==> src/rtl/td4_clock_ctrl.sv <==
// td4_clock_ctrl: run-control front end for the TD4 core.
// Synchronizes and debounces the step button and DIP switches, tracks the
// run mode, and issues a one-cycle cpu_en pulse in step, slow or fast mode.
module td4_clock_ctrl #(
    parameter int DEBOUNCE_CYCLES = 250000,
    parameter int DIV_SLOW        = 12500000,
    parameter int DIV_FAST        = 125000
) (
    input  logic       clock,
    input  logic       reset,
    input  logic [1:0] mode,
    input  logic       step_btn,
    input  logic [3:0] sw_raw,
    output logic       cpu_en,
    output logic [3:0] sw,
    output logic [7:0] step_count
);

    typedef enum logic [1:0] {
        MODE_HALT = 2'b00,
        MODE_STEP = 2'b01,
        MODE_SLOW = 2'b10,
        MODE_FAST = 2'b11
    } run_mode_e;

    localparam int DIV_MAX = (DIV_SLOW > DIV_FAST) ? DIV_SLOW : DIV_FAST;
    localparam int DIV_W   = $clog2(DIV_MAX + 1);
    localparam int DB_W    = $clog2(DEBOUNCE_CYCLES + 1);
    localparam int NDB     = 5;  // bits 3:0 = switches, bit 4 = step button

    localparam logic [DIV_W-1:0] SLOW_LAST = DIV_W'(DIV_SLOW - 1);
    localparam logic [DIV_W-1:0] FAST_LAST = DIV_W'(DIV_FAST - 1);
    localparam logic [DB_W-1:0]  DB_LAST   = DB_W'(DEBOUNCE_CYCLES - 1);

    logic [1:0]                mode_s1_q, mode_s1_d, mode_s2_q, mode_s2_d;
    logic [NDB-1:0]            in_s1_q, in_s1_d, in_s2_q, in_s2_d;
    logic [NDB-1:0]            deb_q, deb_d;
    logic [NDB-1:0][DB_W-1:0]  deb_cnt_q, deb_cnt_d;
    logic                      btn_prev_q, btn_prev_d;
    run_mode_e                 mode_q, mode_d;
    logic [DIV_W-1:0]          div_cnt_q, div_cnt_d;
    logic                      cpu_en_q, cpu_en_d;
    logic [7:0]                step_count_q, step_count_d;

    logic                      mode_chg_s;
    logic                      btn_rise_s;
    logic [DIV_W-1:0]          div_last_s;

    // Two-flop synchronizer chains for all asynchronous inputs.
    always_comb begin
        mode_s1_d = mode;
        mode_s2_d = mode_s1_q;
        in_s1_d   = {step_btn, sw_raw};
        in_s2_d   = in_s1_q;
    end

    // Per-bit debounce: output follows input only after a full run of disagreement.
    always_comb begin
        deb_d     = deb_q;
        deb_cnt_d = deb_cnt_q;
        for (int i = 0; i < NDB; i++) begin
            if (in_s2_q[i] == deb_q[i]) begin
                deb_cnt_d[i] = {DB_W{1'b0}};
            end else if (deb_cnt_q[i] == DB_LAST) begin
                deb_d[i]     = in_s2_q[i];
                deb_cnt_d[i] = {DB_W{1'b0}};
            end else begin
                deb_cnt_d[i] = deb_cnt_q[i] + DB_W'(1);
            end
        end
    end

    // Run control: mode tracking, prescaler, step edge and pulse counter.
    always_comb begin
        mode_chg_s   = (mode_s2_q != mode_q);
        btn_rise_s   = deb_q[4] & ~btn_prev_q;
        mode_d       = run_mode_e'(mode_s2_q);
        btn_prev_d   = deb_q[4];
        div_cnt_d    = {DIV_W{1'b0}};
        cpu_en_d     = 1'b0;
        step_count_d = step_count_q + {7'd0, cpu_en_q};

        case (mode_q)
            MODE_SLOW: div_last_s = SLOW_LAST;
            MODE_FAST: div_last_s = FAST_LAST;
            default:   div_last_s = {DIV_W{1'b0}};
        endcase

        // A mode change restarts the prescaler phase and swallows any pulse,
        // including a terminal count or step edge landing on the same cycle.
        if (mode_chg_s) begin
            div_cnt_d = {DIV_W{1'b0}};
            cpu_en_d  = 1'b0;
        end else begin
            case (mode_q)
                MODE_SLOW, MODE_FAST: begin
                    if (div_cnt_q == div_last_s) begin
                        div_cnt_d = {DIV_W{1'b0}};
                        cpu_en_d  = 1'b1;
                    end else begin
                        div_cnt_d = div_cnt_q + DIV_W'(1);
                        cpu_en_d  = 1'b0;
                    end
                end
                MODE_STEP: begin
                    cpu_en_d = btn_rise_s;
                end
                default: begin
                    cpu_en_d = 1'b0;
                end
            endcase
        end
    end

    // State registers with synchronous reset.
    always_ff @(posedge clock) begin
        if (reset) begin
            mode_s1_q    <= 2'b00;
            mode_s2_q    <= 2'b00;
            in_s1_q      <= {NDB{1'b0}};
            in_s2_q      <= {NDB{1'b0}};
            deb_q        <= {NDB{1'b0}};
            deb_cnt_q    <= '0;
            btn_prev_q   <= 1'b0;
            mode_q       <= MODE_HALT;
            div_cnt_q    <= {DIV_W{1'b0}};
            cpu_en_q     <= 1'b0;
            step_count_q <= 8'd0;
        end else begin
            mode_s1_q    <= mode_s1_d;
            mode_s2_q    <= mode_s2_d;
            in_s1_q      <= in_s1_d;
            in_s2_q      <= in_s2_d;
            deb_q        <= deb_d;
            deb_cnt_q    <= deb_cnt_d;
            btn_prev_q   <= btn_prev_d;
            mode_q       <= mode_d;
            div_cnt_q    <= div_cnt_d;
            cpu_en_q     <= cpu_en_d;
            step_count_q <= step_count_d;
        end
    end

    assign cpu_en     = cpu_en_q;
    assign sw         = deb_q[3:0];
    assign step_count = step_count_q;

endmodule

==> config.mk <==
export PLATFORM = sky130hd
export DESIGN_NAME = td4_clock_ctrl
export DESIGN_NICKNAME = d
export VERILOG_FILES = /design/src/rtl/td4_clock_ctrl.sv
export SDC_FILE = /design/constraint.sdc
export NUM_CORES = 1
export LEC_CHECK = 0
export CORE_MARGIN = 3
export CORE_UTILIZATION = 50
export CTS_CLUSTER_DIAMETER = 50
export DETAILED_ROUTE_END_ITERATION = 6
export PLACE_DENSITY = 0.75
export RECOVER_POWER = 100
export SLEW_MARGIN = 20
export SYNTH_ARGS = -nofsm -noshare
export SYNTH_HDL_FRONTEND = slang
export SYNTH_SLANG_ARGS = --single-unit
==> constraint.sdc <==
create_clock -name clock -period 2.8 [get_ports clock]
set_input_delay 0.56 -clock clock [delete_from_list [all_inputs] [get_ports clock]]
set_output_delay 0.56 -clock clock [all_outputs]
set_load 0.01 [all_outputs]
Word level (Yosys, flattened, before mapping)
Index checks and enable logic that the tools add are counted.
- register bits: 145
- bits in latches: 0
- RAM bits: 0
- memory bits (read-only): 0
- input bits: 9
- output and inout bits: 13
- logic and storage cells: 65
- memories kept: 0
- $add $sub $neg: 7
- $mul: 0
- div/mod/pow operators: 0
- magnitude comparators: 0
- equal/unequal tests: 15
- shift-type cells: 0
- mux-type cells: 3
- bitwise operators: 8
- reduce and logical (&&, ||, !) cells: 13
- operator list (operator ; count):
    adder 18 x 1 -> 18 bit, second input constant ; 5
    equality test 18 bit, second input constant ; 5
    one-hot mux 24 bit (2 select lines) ; 1
    adder 24 x 1 -> 24 bit, second input constant ; 1
    equality test 24 bit ; 1
    OR reduction 3 bit ; 5
    AND reduction 2 bit ; 5
    adder 8 x 1 -> 8 bit ; 1
    NOT 1 bit ; 7
    equality test 1 bit ; 5
    equality test 2 bit, second input constant ; 2
    OR reduction 2 bit ; 2
    OR reduction 4 bit ; 1
    equality test 2 x 1 -> 1 bit, second input constant ; 1
    != test 2 bit ; 1
    one-hot mux 1 bit (2 select lines) ; 1
    AND 1 bit ; 1
    2-to-1 mux 1 bit ; 1

Logic depth before layout (Yosys ltp)
- word-level depth: 5
- gate-level depth with buffers: 8
- depth with buffers taken out: 6

Least setup slack after synthesis
OpenSTA, ideal clock, no wires.
- path kind: reg2reg
- from: register div_cnt_q[9]
- to: register div_cnt_q[16]
- arrival: 1.831 ns
- required time: 2.686 ns
- setup slack: 0.855 ns
- cell stages (with the launch flop): 7
- buffers on the path: 1
- path through: dfxtp_1 > or4_1 > a211oi_1 > o221ai_2 > o311ai_4 > buf_6 > nor2_1
- word-level cells in the longest chain between the ends: 2
- elaborated cells on any way between the ends: 3
- those cells by class: add/sub: 1; eq/ne: 1; reduce/logical: 1
- ends and longest elaborated chain (item ; line ; text):
    from (decl) ; 41 ; logic [DIV_W-1:0] div_cnt_q, div_cnt_d;
    from (signal assigned) ; 126 ; div_cnt_q <= {DIV_W{1'b0}};
    from (signal assigned) ; 138 ; div_cnt_q <= div_cnt_d;
    parallel branches: the longest is 2 deep, another holds adder 24 x 1 -> 24 bit ; n/a ;
Parallel ways; which one is timed is not known.
A chain may end at the register's enable or synchronous reset.

Worst setup path after layout
- from: register div_cnt_q[18]
- to: register div_cnt_q[3]
- word-level cells in the longest chain between the ends: 2
- ends and longest elaborated chain (item ; line ; text):
    equality test 24 bit ; 97 ; if (div_cnt_q == div_last_s) begin
    OR reduction 4 bit (no line) ; n/a ;
Every way passes these cells.

==> flow_summary.json <==
{
  "yosysTopAreaCellShare": 0.478,
  "wire_length_of_the_first_global_routing_pass_mm": 19.4,
  "n_antenna_cell": 0,
  "drt.antenna.violating_nets": 0,
  "die_y_um": 116,
  "cellPowerDensity_mw_per_mm2": 646,
  "drcViolationCount": 0,
  "cts-hold-fix-buffers": 0,
  "top_level_ports": 22,
  "critPathArrivalTime_ns": 2.63,
  "worst_hold_path_type": "reg2reg",
  "fillers": 990,
  "dominant_combinational_cell_family_by_area_after_synthesis": "simple AND/OR/NAND/NOR gates",
  "timing_worst_slew_pin_value_ns": 0.940,
  "postSynthRegisterBits": 145,
  "fin_worst_hold_slack_ns": 0.433,
  "die_x_um": 116,
  "first_iter_violations": 255,
  "maxSlewHeadroom": 0.374,
  "timing.final.crit_period_ns": 2.36,
  "rows": 39,
  "asyncSetResetFlopFracSynth": 0,
  "total_power_mw": 4.52,
  "crit_path_start_kind": "register",
  "post_drt_wl_per_cell_um": 12.8,
  "final_max_slew_viol_count": 0,
  "ys.warnings.count": 0,
  "dominantRegCellSynth": "dfxtp_1",
  "cts_htree_levels": 4,
  "tritoncts_num_sinks": 145,
  "outcome": "completed",
  "post_synth.cell_area_avg_um2": 9.02,
  "finalWirelength_mm": 10.9,
  "tritoncts.num_buffers": 17,
  "yosys.area_share.adder": 0.0165,
  "first_pass_iters": 4,
  "multi_input_comb_area_mm2": 0.00300,
  "dp.final_hpwl_mm": 7.47,
  "fp.coreArea_mm2": 0.0117,
  "hold_violations": 0,
  "cts_post_setup_buffers_inserted": 0,
  "synth_cell_type_count": 41,
  "seq_area_frac_synth": 0.478,
  "flow.area_growth_from_synthesis_pct": 15.1,
  "final.setup_skew_ns": 0.00711,
  "drv.max_cap_violation_count": 0,
  "syn-cell-area_mm2": 0.00608,
  "required_arrival_time_at_the_worst_endpoint_ns": 3.07,
  "fmaxAchievable_mhz": 423,
  "worst_setup_hold_path_clk_slew_ns": 0.06,
  "final-seq-area_mm2": 0.00290,
  "period_share": 0.844,
  "portBuffers": 21,
  "setup_viol": 0,
  "via_per_instance_ratio": 5.26,
  "synthMuxAreaShare": 0.00659,
  "synth_most_common_cell": "nor2_1",
  "synth_simple_gate_area_share": 0.289,
  "finish.cell_count_without_fillers": 851,
  "leakage_nw": 2.37,
  "worstSetupPathType": "reg2reg",
  "dpl_cell_area_mm2": 0.00637,
  "fp.dieArea_mm2": 0.0135,
  "ctsRootBufferMaster": "clkbuf_16",
  "gr-total-overflow": 0,
  "detailroute.via_count": 4477,
  "final_cell_area_mm2": 0.00699,
  "endpoint_kind": "register",
  "post_synth_main_area_contributors": "dfxtp_1 (48%), xor2_1 (9.7%), nor2_1 (9.5%)",
  "gp_routability_congestion": 0.789,
  "grt_start_max_net_pins": 23,
  "cts_buffer_depth": 2,
  "vias_in_the_first_global_route": 4423,
  "synthDominantAreaCellType": "dfxtp_1",
  "clk_latency_ns": 0.42,
  "post_cts_resized": 0,
  "postSynthNetCount": 691,
  "yosys.area_share.xor_xnor": 0.166,
  "dpl.cell_count": 819,
  "number_of_enable_flip_flop_cells_after_synthesis": 0,
  "unrepaired_setup_endpoints_after_global_routing": "false",
  "vdd.ir_drop.worst_v": 0.000400,
  "worstPathMaxFanout": 19,
  "nets": 712,
  "grtUsageTotal": 0.178,
  "synth-compound-area-share": 0.0159,
  "synth_top_cells_by_count": "nor2_1 (153), dfxtp_1 (145), xor2_1 (67), xnor2_1 (48), nand3_1 (45)",
  "antenna_found_initial": 0,
  "post_synth_inst_count": 674,
  "layout_cell_share_with_drive_strength_beyond_1": 0.0494,
  "clock_tree_from_tritoncts": "done",
  "setup_tns_ns": 0,
  "floorplan.initialDensity": 0.521
}
==> critical path, stage by stage (launching register included) <==
cell      delay, ns
dfxtp_1        0.33
or4_1          0.52
nor4_1         0.25
o21ai_0        0.22
o311ai_4       0.77
nor2_1         0.12
==> final timing paths <==
kind / to / depth (start not counted) / from / slack, ns
max: div_cnt_q[3] / 5 / div_cnt_q[18] / 0.44
min: mode_d[0] / 1 / mode_s1_q[0] / 0.43
max reg2reg: div_cnt_q[3] / 5 / div_cnt_q[18] / 0.44
min reg2reg: mode_d[0] / 1 / mode_s1_q[0] / 0.43
==> sequential cells by signal, summed over array words and instances, names as in the netlist, 2 cells and up <==
signal,flops
deb_cnt_q,90
deb_q,5
div_cnt_q,24
in_s1_q,5
in_s2_q,5
mode_d,2
mode_q,2
mode_s1_q,2
step_count,8
==> power by group <==
| part | total (mW) | internal, mW | switching [mW] |
|---|---|---|---|
| Sequential | 2.09 | 2.08 | 0.00867 |
| Clock | 2.38 | 1.56 | 0.821 |
| Combinational | 0.0524 | 0.0237 | 0.0287 |
| Total | 4.52 | 3.66 | 0.859 |
==> area by class of cell <==
class                   count  area share
clock inverters             9      0.0220
well taps                 143      0.0256
repair buffers             24      0.0322
inverters                  15     0.00805
clock buffers              23      0.0683
flip-flops and latches    145       0.415
multi-input cells         492       0.429
==> metal layers <==
layer,global-route usage,vias up,wire (um)
met5,0,-,0
met4,0.0712,0,208
met3,0.0601,22,364
met2,0.290,65,5140
met1,0.216,2092,5160
li1,-,2298,-
==> cells by family (layout without fill, tap and decap cells) <==
kind of cell,after synthesis,in the layout
buf+inv,37,71
flops,145,145
fa+ha+maj,8,8
simple gates,355,355
xor+xnor,115,115
mux,4,4
compound gates,10,10
==> metrics by stage <==
stage | setup WS [ns] | utilization
2_1_floorplan | 0.855 | -
3_3_place_gp | 0.593 | 0.546
3_5_place_dp | 0.491 | 0.546
4_1_cts | 0.487 | 0.600
5_1_grt | 0.184 | 0.600
6_report | 0.436 | 0.600
==> cell usage in the layout (no fill, tap or decap), types with 2 or more instances in the layout <==
master           Yosys  routed
and4_1               9       9
xnor2_1             48      48
ha_1                 8       8
nor2b_1             21      21
nand4_1             28      28
xor2_1              67      67
dfxtp_1            145     145
clkbuf_16            0      17
clkdlybuf4s50_1      0       7
nor3_1               8       8
or4_1                2       2
nand2b_1             4       4
nand2_1             32      32
nor2_1             153     153
clkbuf_8             0       3
clkinvlp_4           0       2
a2111oi_0            2       2
nor4b_1              9       9
inv_1               15      15
bufinv_16            0       4
dlygate4sd3_1        0      14
and3_1              15      15
clkbuf_1             9       5
or3_1                3       3
nand3_1             45      45
o21ai_0              1       2
nor4_1              14      14
and2_1               3       3
mux2i_1              4       4
nor3b_1              2       2
clkinv_2             0       2
(Power assumes the default switching activity.)
